**config.mk**
```make
export PLATFORM = sky130hd
export DESIGN_NAME = i2c_slave_read_byte_flat
export DESIGN_NICKNAME = d
export VERILOG_FILES = /design/src/rtl/i2c_slave_read_byte_if.sv /design/src/rtl/i2c_slave_read_byte.sv /design/src/flat_wrapper.sv
export SDC_FILE = /design/constraint.sdc
export NUM_CORES = 1
export LEC_CHECK = 0
export CORE_MARGIN = 1.5
export CORE_UTILIZATION = 52
export DETAILED_ROUTE_END_ITERATION = 10
export PLACE_DENSITY_LB_ADDON = 0.12
export SYNTH_ARGS = -nofsm -noshare
export SYNTH_HDL_FRONTEND = slang
export SYNTH_SLANG_ARGS = --single-unit
```
**constraint.sdc**
```tcl
create_clock -name clk -period 2.7 [get_ports clk]
set_input_delay 0.54 -clock clk [delete_from_list [all_inputs] [get_ports clk]]
set_output_delay 0.54 -clock clk [all_outputs]
set_load 0.05 [all_outputs]
```
**src/rtl/i2c_slave_read_byte_if.sv**
```systemverilog
// Byte-receive handshake and pad signals between the slave top FSM/pads and the byte receiver.
`timescale 1ns/1ps
interface i2c_slave_read_byte_if;
    logic       byte_read_en;
    logic       ack_en;
    logic       scl_i;
    logic       sda_i;
    logic       sda_o;
    logic [7:0] byte_read_o;
    logic       byte_read_finish;
    logic       bus_error;

    modport master (
        output byte_read_en, ack_en, scl_i, sda_i,
        input  sda_o, byte_read_o, byte_read_finish, bus_error
    );

    modport slave (
        input  byte_read_en, ack_en, scl_i, sda_i,
        output sda_o, byte_read_o, byte_read_finish, bus_error
    );
endinterface

```
**src/rtl/i2c_slave_read_byte.sv**
```systemverilog
// Slave-side I2C byte receiver: samples 8 bits MSB first on SCL rise, then drives ACK/NACK
// during the 9th SCL clock. START/STOP seen mid-byte aborts and pulses bus_error.
`timescale 1ns/1ps
module i2c_slave_read_byte #(
    parameter int unsigned SYNC_STAGES = 2
) (
    input logic                  clk,
    input logic                  rst_n,
    i2c_slave_read_byte_if.slave bus
);
    localparam logic [1:0] IDLE      = 2'd0;
    localparam logic [1:0] RECV      = 2'd1;
    localparam logic [1:0] WAIT_FALL = 2'd2;
    localparam logic [1:0] ACK_DRIVE = 2'd3;

    logic [SYNC_STAGES-1:0] scl_sync_q, scl_sync_d;
    logic [SYNC_STAGES-1:0] sda_sync_q, sda_sync_d;
    logic                   scl_dly_q, sda_dly_q;
    logic                   scl_s, sda_s;
    logic                   scl_rise, scl_fall, start_stop;

    logic [1:0] state_q, state_d;
    logic [2:0] bit_cnt_q, bit_cnt_d;
    logic [7:0] shift_q, shift_d;
    logic       sda_o_q, sda_o_d;
    logic [7:0] byte_read_q, byte_read_d;
    logic       finish_q, finish_d;
    logic       bus_error_q, bus_error_d;

    // Synchronizer chain next values: stage 0 takes the pad, others shift along
    always_comb begin
        scl_sync_d    = scl_sync_q;
        sda_sync_d    = sda_sync_q;
        scl_sync_d[0] = bus.scl_i;
        sda_sync_d[0] = bus.sda_i;
        for (int unsigned i = 1; i < SYNC_STAGES; i++) begin
            scl_sync_d[i] = scl_sync_q[i-1];
            sda_sync_d[i] = sda_sync_q[i-1];
        end
    end

    assign scl_s      = scl_sync_q[SYNC_STAGES-1];
    assign sda_s      = sda_sync_q[SYNC_STAGES-1];
    assign scl_rise   = ~scl_dly_q & scl_s;
    assign scl_fall   = scl_dly_q & ~scl_s;
    // SDA moving while SCL is stably high is a START or STOP
    assign start_stop = scl_s & scl_dly_q & (sda_s ^ sda_dly_q);

    // Next-state and output logic
    always_comb begin
        state_d     = state_q;
        bit_cnt_d   = bit_cnt_q;
        shift_d     = shift_q;
        sda_o_d     = sda_o_q;
        byte_read_d = byte_read_q;
        finish_d    = 1'b0;
        bus_error_d = 1'b0;

        case (state_q)
            IDLE: begin
                sda_o_d = 1'b1;
                if (bus.byte_read_en) begin
                    state_d   = RECV;
                    bit_cnt_d = 3'd0;
                    shift_d   = 8'h00;
                end
            end
            RECV, WAIT_FALL: begin
                if (!bus.byte_read_en) begin
                    state_d = IDLE;
                    sda_o_d = 1'b1;
                end else if (start_stop) begin
                    state_d     = IDLE;
                    sda_o_d     = 1'b1;
                    bus_error_d = 1'b1;
                end else if (state_q == RECV) begin
                    if (scl_rise) begin
                        shift_d   = {shift_q[6:0], sda_s};
                        bit_cnt_d = bit_cnt_q + 3'd1;
                        if (bit_cnt_q == 3'd7) begin
                            state_d = WAIT_FALL;
                        end
                    end
                end else if (scl_fall) begin
                    sda_o_d     = ~bus.ack_en;
                    byte_read_d = shift_q;
                    state_d     = ACK_DRIVE;
                end
            end
            ACK_DRIVE: begin
                if (!bus.byte_read_en) begin
                    state_d = IDLE;
                    sda_o_d = 1'b1;
                end else if (scl_fall) begin
                    state_d  = IDLE;
                    sda_o_d  = 1'b1;
                    finish_d = 1'b1;
                end
            end
            default: begin
                state_d = IDLE;
                sda_o_d = 1'b1;
            end
        endcase
    end

    // State, datapath and synchronizer registers
    always_ff @(posedge clk or negedge rst_n) begin
        if (!rst_n) begin
            scl_sync_q  <= '1;
            sda_sync_q  <= '1;
            scl_dly_q   <= 1'b1;
            sda_dly_q   <= 1'b1;
            state_q     <= IDLE;
            bit_cnt_q   <= 3'd0;
            shift_q     <= 8'h00;
            sda_o_q     <= 1'b1;
            byte_read_q <= 8'h00;
            finish_q    <= 1'b0;
            bus_error_q <= 1'b0;
        end else begin
            scl_sync_q  <= scl_sync_d;
            sda_sync_q  <= sda_sync_d;
            scl_dly_q   <= scl_s;
            sda_dly_q   <= sda_s;
            state_q     <= state_d;
            bit_cnt_q   <= bit_cnt_d;
            shift_q     <= shift_d;
            sda_o_q     <= sda_o_d;
            byte_read_q <= byte_read_d;
            finish_q    <= finish_d;
            bus_error_q <= bus_error_d;
        end
    end

    assign bus.sda_o            = sda_o_q;
    assign bus.byte_read_o      = byte_read_q;
    assign bus.byte_read_finish = finish_q;
    assign bus.bus_error        = bus_error_q;
endmodule

```
**src/flat_wrapper.sv**
```systemverilog
// flat-port wrapper written by rule: the top's interface ports become plain ports
module i2c_slave_read_byte_flat 
#(
    parameter int unsigned SYNC_STAGES = 2
)
  (clk, rst_n, bus_byte_read_en, bus_ack_en, bus_scl_i, bus_sda_i, bus_sda_o, bus_byte_read_o, bus_byte_read_finish, bus_bus_error);
  i2c_slave_read_byte_if bus_i ();
  input logic clk;
  input logic rst_n;
  input wire logic [$bits(bus_i.byte_read_en)-1:0] bus_byte_read_en;
  input wire logic [$bits(bus_i.ack_en)-1:0] bus_ack_en;
  input wire logic [$bits(bus_i.scl_i)-1:0] bus_scl_i;
  input wire logic [$bits(bus_i.sda_i)-1:0] bus_sda_i;
  output wire logic [$bits(bus_i.sda_o)-1:0] bus_sda_o;
  output wire logic [$bits(bus_i.byte_read_o)-1:0] bus_byte_read_o;
  output wire logic [$bits(bus_i.byte_read_finish)-1:0] bus_byte_read_finish;
  output wire logic [$bits(bus_i.bus_error)-1:0] bus_bus_error;
  assign bus_i.byte_read_en = bus_byte_read_en;
  assign bus_i.ack_en = bus_ack_en;
  assign bus_i.scl_i = bus_scl_i;
  assign bus_i.sda_i = bus_sda_i;
  assign bus_sda_o = bus_i.sda_o;
  assign bus_byte_read_o = bus_i.byte_read_o;
  assign bus_byte_read_finish = bus_i.byte_read_finish;
  assign bus_bus_error = bus_i.bus_error;
  i2c_slave_read_byte #(.SYNC_STAGES(SYNC_STAGES)) u_core (.clk(clk), .rst_n(rst_n), .bus(bus_i));
endmodule
```
## Word level (Yosys, flattened, before mapping)

Index checks and enable logic that the tools add are counted.

| word-level totals | value |
|---|---|
| output and inout port bits | 11 |
| word-level logic and storage cells | 79 |
| register bits after elaboration | 30 |
| input port bits | 6 |

| operators by class | value |
|---|---|
| add/sub/neg operators | 1 |
| reductions and logical operators | 7 |
| mux-type cells | 35 |
| bitwise operators | 10 |
| eq/ne operators | 15 |

Operators with widths:

| kind | number |
|---|---|
| $mux W8 | 5 |
| $mux W2 | 9 |
| $pmux W8 S2 | 1 |
| $mux W3 | 5 |
| $mux W1 | 12 |
| $reduce_and A5 Y1 | 2 |
| $ne A2 B2 Y1 const B | 3 |
| $pmux W2 S3 | 1 |
| $pmux W3 S2 | 1 |
| $reduce_and A6 Y1 | 1 |
| $ne A5 B2 Y1 const B | 1 |
| $ne A5 B3 Y1 const B | 1 |
| $ne A5 B4 Y1 const B | 1 |
| $not A1 Y1 | 5 |
| $and A1 B1 Y1 | 4 |
| $eq A2 B2 Y1 const B | 2 |
| $ne A2 B1 Y1 const B | 2 |
| $ne A4 B2 Y1 const B | 1 |
| $ne A4 B3 Y1 const B | 1 |
| $add A3 B1 Y3 const B | 1 |
| $eq A3 B3 Y1 const B | 1 |
| $ne A3 B2 Y1 const B | 1 |
| $pmux W1 S3 | 1 |
| $reduce_and A3 Y1 | 1 |
| other kinds (5) | 5 |

## Logic depth before layout (Yosys ltp)

| depth | value |
|---|---|
| depth in word-level cells | 7 |
| mapped depth | 7 |
| depth with buffers taken out | 6 |

## Worst setup path before layout

No wires, ideal clock.

| timing path | value |
|---|---|
| path type | reg2reg |
| from | register u_core.state_q[0] |
| to | register u_core.byte_read_q[0], in the netlist u_core.bus.byte_read_o[0] |
| cell stages (with the launch flop) | 7 |
| buffers on the path | 0 |
| slack | 0.807 ns |
| arrival time | 1.769 ns |
| period minus slack after synthesis | 1.893 ns |
| library setup time | 0.125 ns |
| required time | 2.575 ns |
| cell sequence | dfrtp_1 inv_1 ha_1 nand2_1 a21o_2 nor3b_4 mux2_2 |

| between the ends | value |
|---|---|
| cells in the longest elaborated chain, start to end | 3 |
| elaborated cells on any way between the ends | 5 |
| classes of those cells | 2 x eq/ne; 1 x bitwise; 2 x reduce/logical |

Ends and longest elaborated chain:

| item | RTL line | RTL |
|---|---|---|
| from (decl) | i2c_slave_read_byte.sv:22 | `logic [1:0] state_q, state_d;` |
| from (signal assigned) | i2c_slave_read_byte.sv:126 | `state_q <= state_d;` |
| $eq A2 B2 Y1 / $eq A2 B1 Y1 (equally long branches) | i2c_slave_read_byte.sv:59, i2c_slave_read_byte.sv:76 |  |
| $reduce_or A2 Y1 / $not A1 Y1 (equally long branches) | -- |  |
| $reduce_and A5 Y1 (no line) * | -- |  |
| to (signal assigned) | i2c_slave_read_byte.sv:130 | `byte_read_q <= byte_read_d;` |
| to (decl) | i2c_slave_read_byte.sv:26 | `logic [7:0] byte_read_q, byte_read_d;` |

Every way passes the cells marked *; elsewhere a longest branch is shown, timed or not.
A chain may end at the register's enable or synchronous reset.

## Worst setup path in the final report

| timing path | value |
|---|---|
| from | register u_core.state_q[0] |
| to | register u_core.bit_cnt_q[0] |

| between the ends | value |
|---|---|
| cells in the longest elaborated chain, start to end | 4 |
| elaborated cells on any way between the ends | 12 |
| classes of those cells | 7 x eq/ne; 1 x mux; 4 x reduce/logical |

Ends and longest elaborated chain:

| item | RTL line | RTL |
|---|---|---|
| $eq A2 B2 Y1 / $eq A2 B1 Y1 (equally long branches) | i2c_slave_read_byte.sv:59, i2c_slave_read_byte.sv:76 |  |
| $reduce_or A2 Y1 | i2c_slave_read_byte.sv:59 | `case (state_q)` |
| $ne A2 B1 Y1 (no line) (tied with other cells) | -- |  |
| $reduce_and A6 Y1 (no line) | -- |  |
| to (signal assigned) | i2c_slave_read_byte.sv:127 | `bit_cnt_q <= bit_cnt_d;` |
| to (decl) | i2c_slave_read_byte.sv:23 | `logic [2:0] bit_cnt_q, bit_cnt_d;` |

Several ways; a longest one is shown, not always the timed one.

==> results.md <==
- Status: finished clean
- Worst path required time: 2.96 ns
- First-pass GRT wire length: 3.48 mm
- Net Count, Synth: 99
- Ant. Diodes: 0
- CTS max path bufs: 2
- Critical Path Start: u_core.state_q[0]
- FP Rows: 17
- Die Width: 51.7 um
- Initial drt markers: 11
- RSZ-0062 raised after global routing: no
- Layout fillers: 177
- Gr usage total: 0.186
- Routed via count: 777
- Number of distinct library cells after synthesis: 27
- Pwr Total: 1.17 mW
- Max IR drop VDD: 0.000531 V
- Largest area contributor in the netlist: dfrtp_1
- Share of the synthesized area in the top cell type: 0.467
- Peak fanout along the critical path: 11
- Leakage power figure: 0.693 nW
- # IOs: 17
- Seq. cell area: 759 um2
- TritonCTS clock tree: built
- Hold Slack: 0.352 ns
- Min-delay src: u_core.sda_sync_q[0]
- Maxcap violations: 0
- Critical R2R Launch: u_core.state_q[0]
- Leading post-synthesis cells by cell area: dfrtp_1, dfstp_2, mux2_2, a22o_1, ha_1
- Primary FF master, synth: dfrtp_1
- CTS buffer count: 5
- Initial antenna violation count: 0
- Synthesized area: 1230 um2
- H-tree depth: 2
- Avg Inst Size Synth: 14.0 um2
- Startpoint Class: flip-flop
- Vias in the first global route: 780
- Final Cell Area: 1490 um2
- Postcts setup bufs: 0
- Worst-path clk slew: 0.10 ns
- Max-slew headroom: 0.212
- Die Y: 51.7 um
- Worst hold path class: flip-flop to flip-flop
- Register area share after synthesis: 0.617
- DRC violation count after routing: 0
- Number of flops mapped to enable cells by yosys: 0
- Grt ovf: 0
- Synth-to-layout area growth: 21.3%
- Synth warn: 0
- Setup crit end kind: flip-flop
- Synthesized flop and latch total: 30
- Period utilisation layout: 0.846
- Final number of setup-violating endpoints: 0
- Detailed Routing Iterations Pass 1: 4
- Pwr Density: 781 nW/um2
- Die area: 2670 um2
- Multi-input combinational cell area: 453 um2
- Port bufs: 16
- Core ar.: 2230 um2
- Via density per instance: 5.59
- Post_cts resized: 0
- TNS Setup: 0 ns
- Fin crit period: 2.29 ns
- Cells after Synth: 88
- Worst-Margin Slew: 1.17 ns
- Clock sinks: 30
- Worst clock skew: 0.0108 ns
- Largest net degree at the start of global routing: 31
- CTS root buf: clkbuf_4
- Kind of critical path: flip-flop to flip-flop
- FMAX: 438 MHz
- DP HPWL: 1.34 mm
- Antenna-violating nets left: 0
- Wire length per cell: 14.8 um
- Placed instance area: 1430 um2
- Skew-Pair Late Insertion Delay: 0.32 ns
- Share of cells above drive strength 1: 0.261
- Fin util: 0.669
- Most frequent cell after synthesis: dfrtp_1
- CP arrival: 2.54 ns
- Placer Congestion: 0.766
- Final WL: 2.05 mm
- Initial Util: 0.551
- NumNets Final: 121
- Async SR Flop Fraction: 1.00
- Hold-fix buffers, CTS: 0
- Final Hold Fails: 0
- Fin. max-slew vios: 0
- Post-synth top cells: dfrtp_1, a22o_1, mux2_2
## registers in the layout (all words and copies together), names as in the netlist
| register | count |
|---|---|
| u_core.bit_cnt_q | 3 |
| u_core.bus.bus_error | 1 |
| u_core.bus.byte_read_finish | 1 |
| u_core.bus.byte_read_o | 8 |
| u_core.bus.sda_o | 1 |
| u_core.scl_dly_q | 1 |
| u_core.scl_sync_q | 2 |
| u_core.sda_dly_q | 1 |
| u_core.sda_sync_q | 2 |
| u_core.shift_q | 8 |
| u_core.state_q | 2 |
## final timing paths
kind                                        endpoint  depth (start not counted)  slack (ns)
worst max-delay path             u_core.bit_cnt_q[0]                          4        0.41
worst min-delay path            u_core.sda_sync_q[1]                          0        0.35
worst min register to register  u_core.sda_sync_q[1]                          0        0.35
min in group asynchronous        u_core.bit_cnt_q[2]                          2        0.59
max in group asynchronous           u_core.sda_dly_q                          2        1.79
worst max register to register   u_core.bit_cnt_q[0]                          4        0.41
## layer usage
| layer | up-vias | GRT usage | routed length [um] |
|---|---|---|---|
| met2 | 19 | 0.282 | 942 |
| li1 | 371 | - | - |
| met1 | 385 | 0.237 | 1000 |
| met4 | 0 | 0.0746 | 14 |
| met5 | - | 0 | 0 |
| met3 | 2 | 0.0776 | 90 |
## power breakdown
group	internal, mW	switching (mW)	leakage (nW)	total [mW]
logic	0.147	0.204	0.268	0.352
clock network	0.125	0.152	0.0343	0.277
registers	0.503	0.0352	0.390	0.538
total	0.775	0.392	0.693	1.17
## cell families (layout without fill, tap and decap cells)
| family | count (synthesis) | in the layout | synth area share |
|---|---|---|---|
| mux | 9 | 9 | 0.0823 |
| fa+ha+maj | 5 | 5 | 0.0508 |
| compound gates | 22 | 22 | 0.145 |
| flops | 30 | 30 | 0.617 |
| simple gates | 16 | 16 | 0.0823 |
| buf+inv | 5 | 28 | 0.0152 |
| xor+xnor | 1 | 1 | 0.00712 |
## cell usage in the layout (no fill, tap or decap), drive strengths merged
| cell | netlist | routed |
|---|---|---|
| a21o | 1 | 1 |
| and4 | 1 | 1 |
| a211oi | 2 | 2 |
| a2111oi | 1 | 1 |
| buf | 0 | 2 |
| and3 | 2 | 2 |
| a21oi | 1 | 1 |
| dfstp | 7 | 7 |
| mux2 | 9 | 9 |
| o22a | 1 | 1 |
| nor2 | 2 | 2 |
| ha | 5 | 5 |
| clkdlybuf4s50 | 0 | 16 |
| nand2 | 4 | 4 |
| clkinvlp | 0 | 1 |
| o21ai | 2 | 2 |
| clkbuf | 3 | 6 |
| nand2b | 1 | 1 |
| a311oi | 2 | 2 |
| a22o | 10 | 10 |
| nor2b | 3 | 3 |
| clkinv | 0 | 1 |
| xor2 | 1 | 1 |
| dfrtp | 23 | 23 |
| nor3b | 2 | 2 |
| o22ai | 1 | 1 |
| o32a | 1 | 1 |
| inv | 2 | 2 |
| and2 | 1 | 1 |
## per-stage QoR
step | setup WS (ns) | std cells
after detailed placement | 0.205 | 131
after global routing | 0.203 | 139
after floorplan | 0.807 | 88
final | 0.415 | 139
after global placement | 0.259 | 131
after CTS | 0.408 | 139
## critical path, stage by stage, from the launching register on
cell and delay [ns]:
dfrtp_1 0.42, ha_1 0.33, and4_1 0.25, o21ai_0 0.91, mux2_2 0.31
## final cells by class
| cell class | instances | area share |
|---|---|---|
| Clock inverter | 2 | 0.00838 |
| Sequential cell | 30 | 0.508 |
| Tap cell | 28 | 0.0235 |
| Multi-Input combinational cell | 53 | 0.303 |
| Timing Repair Buffer | 18 | 0.117 |
| Clock buffer | 6 | 0.0343 |
| Inverter | 2 | 0.00503 |
Note: power is estimated with default switching activity, not from simulation.
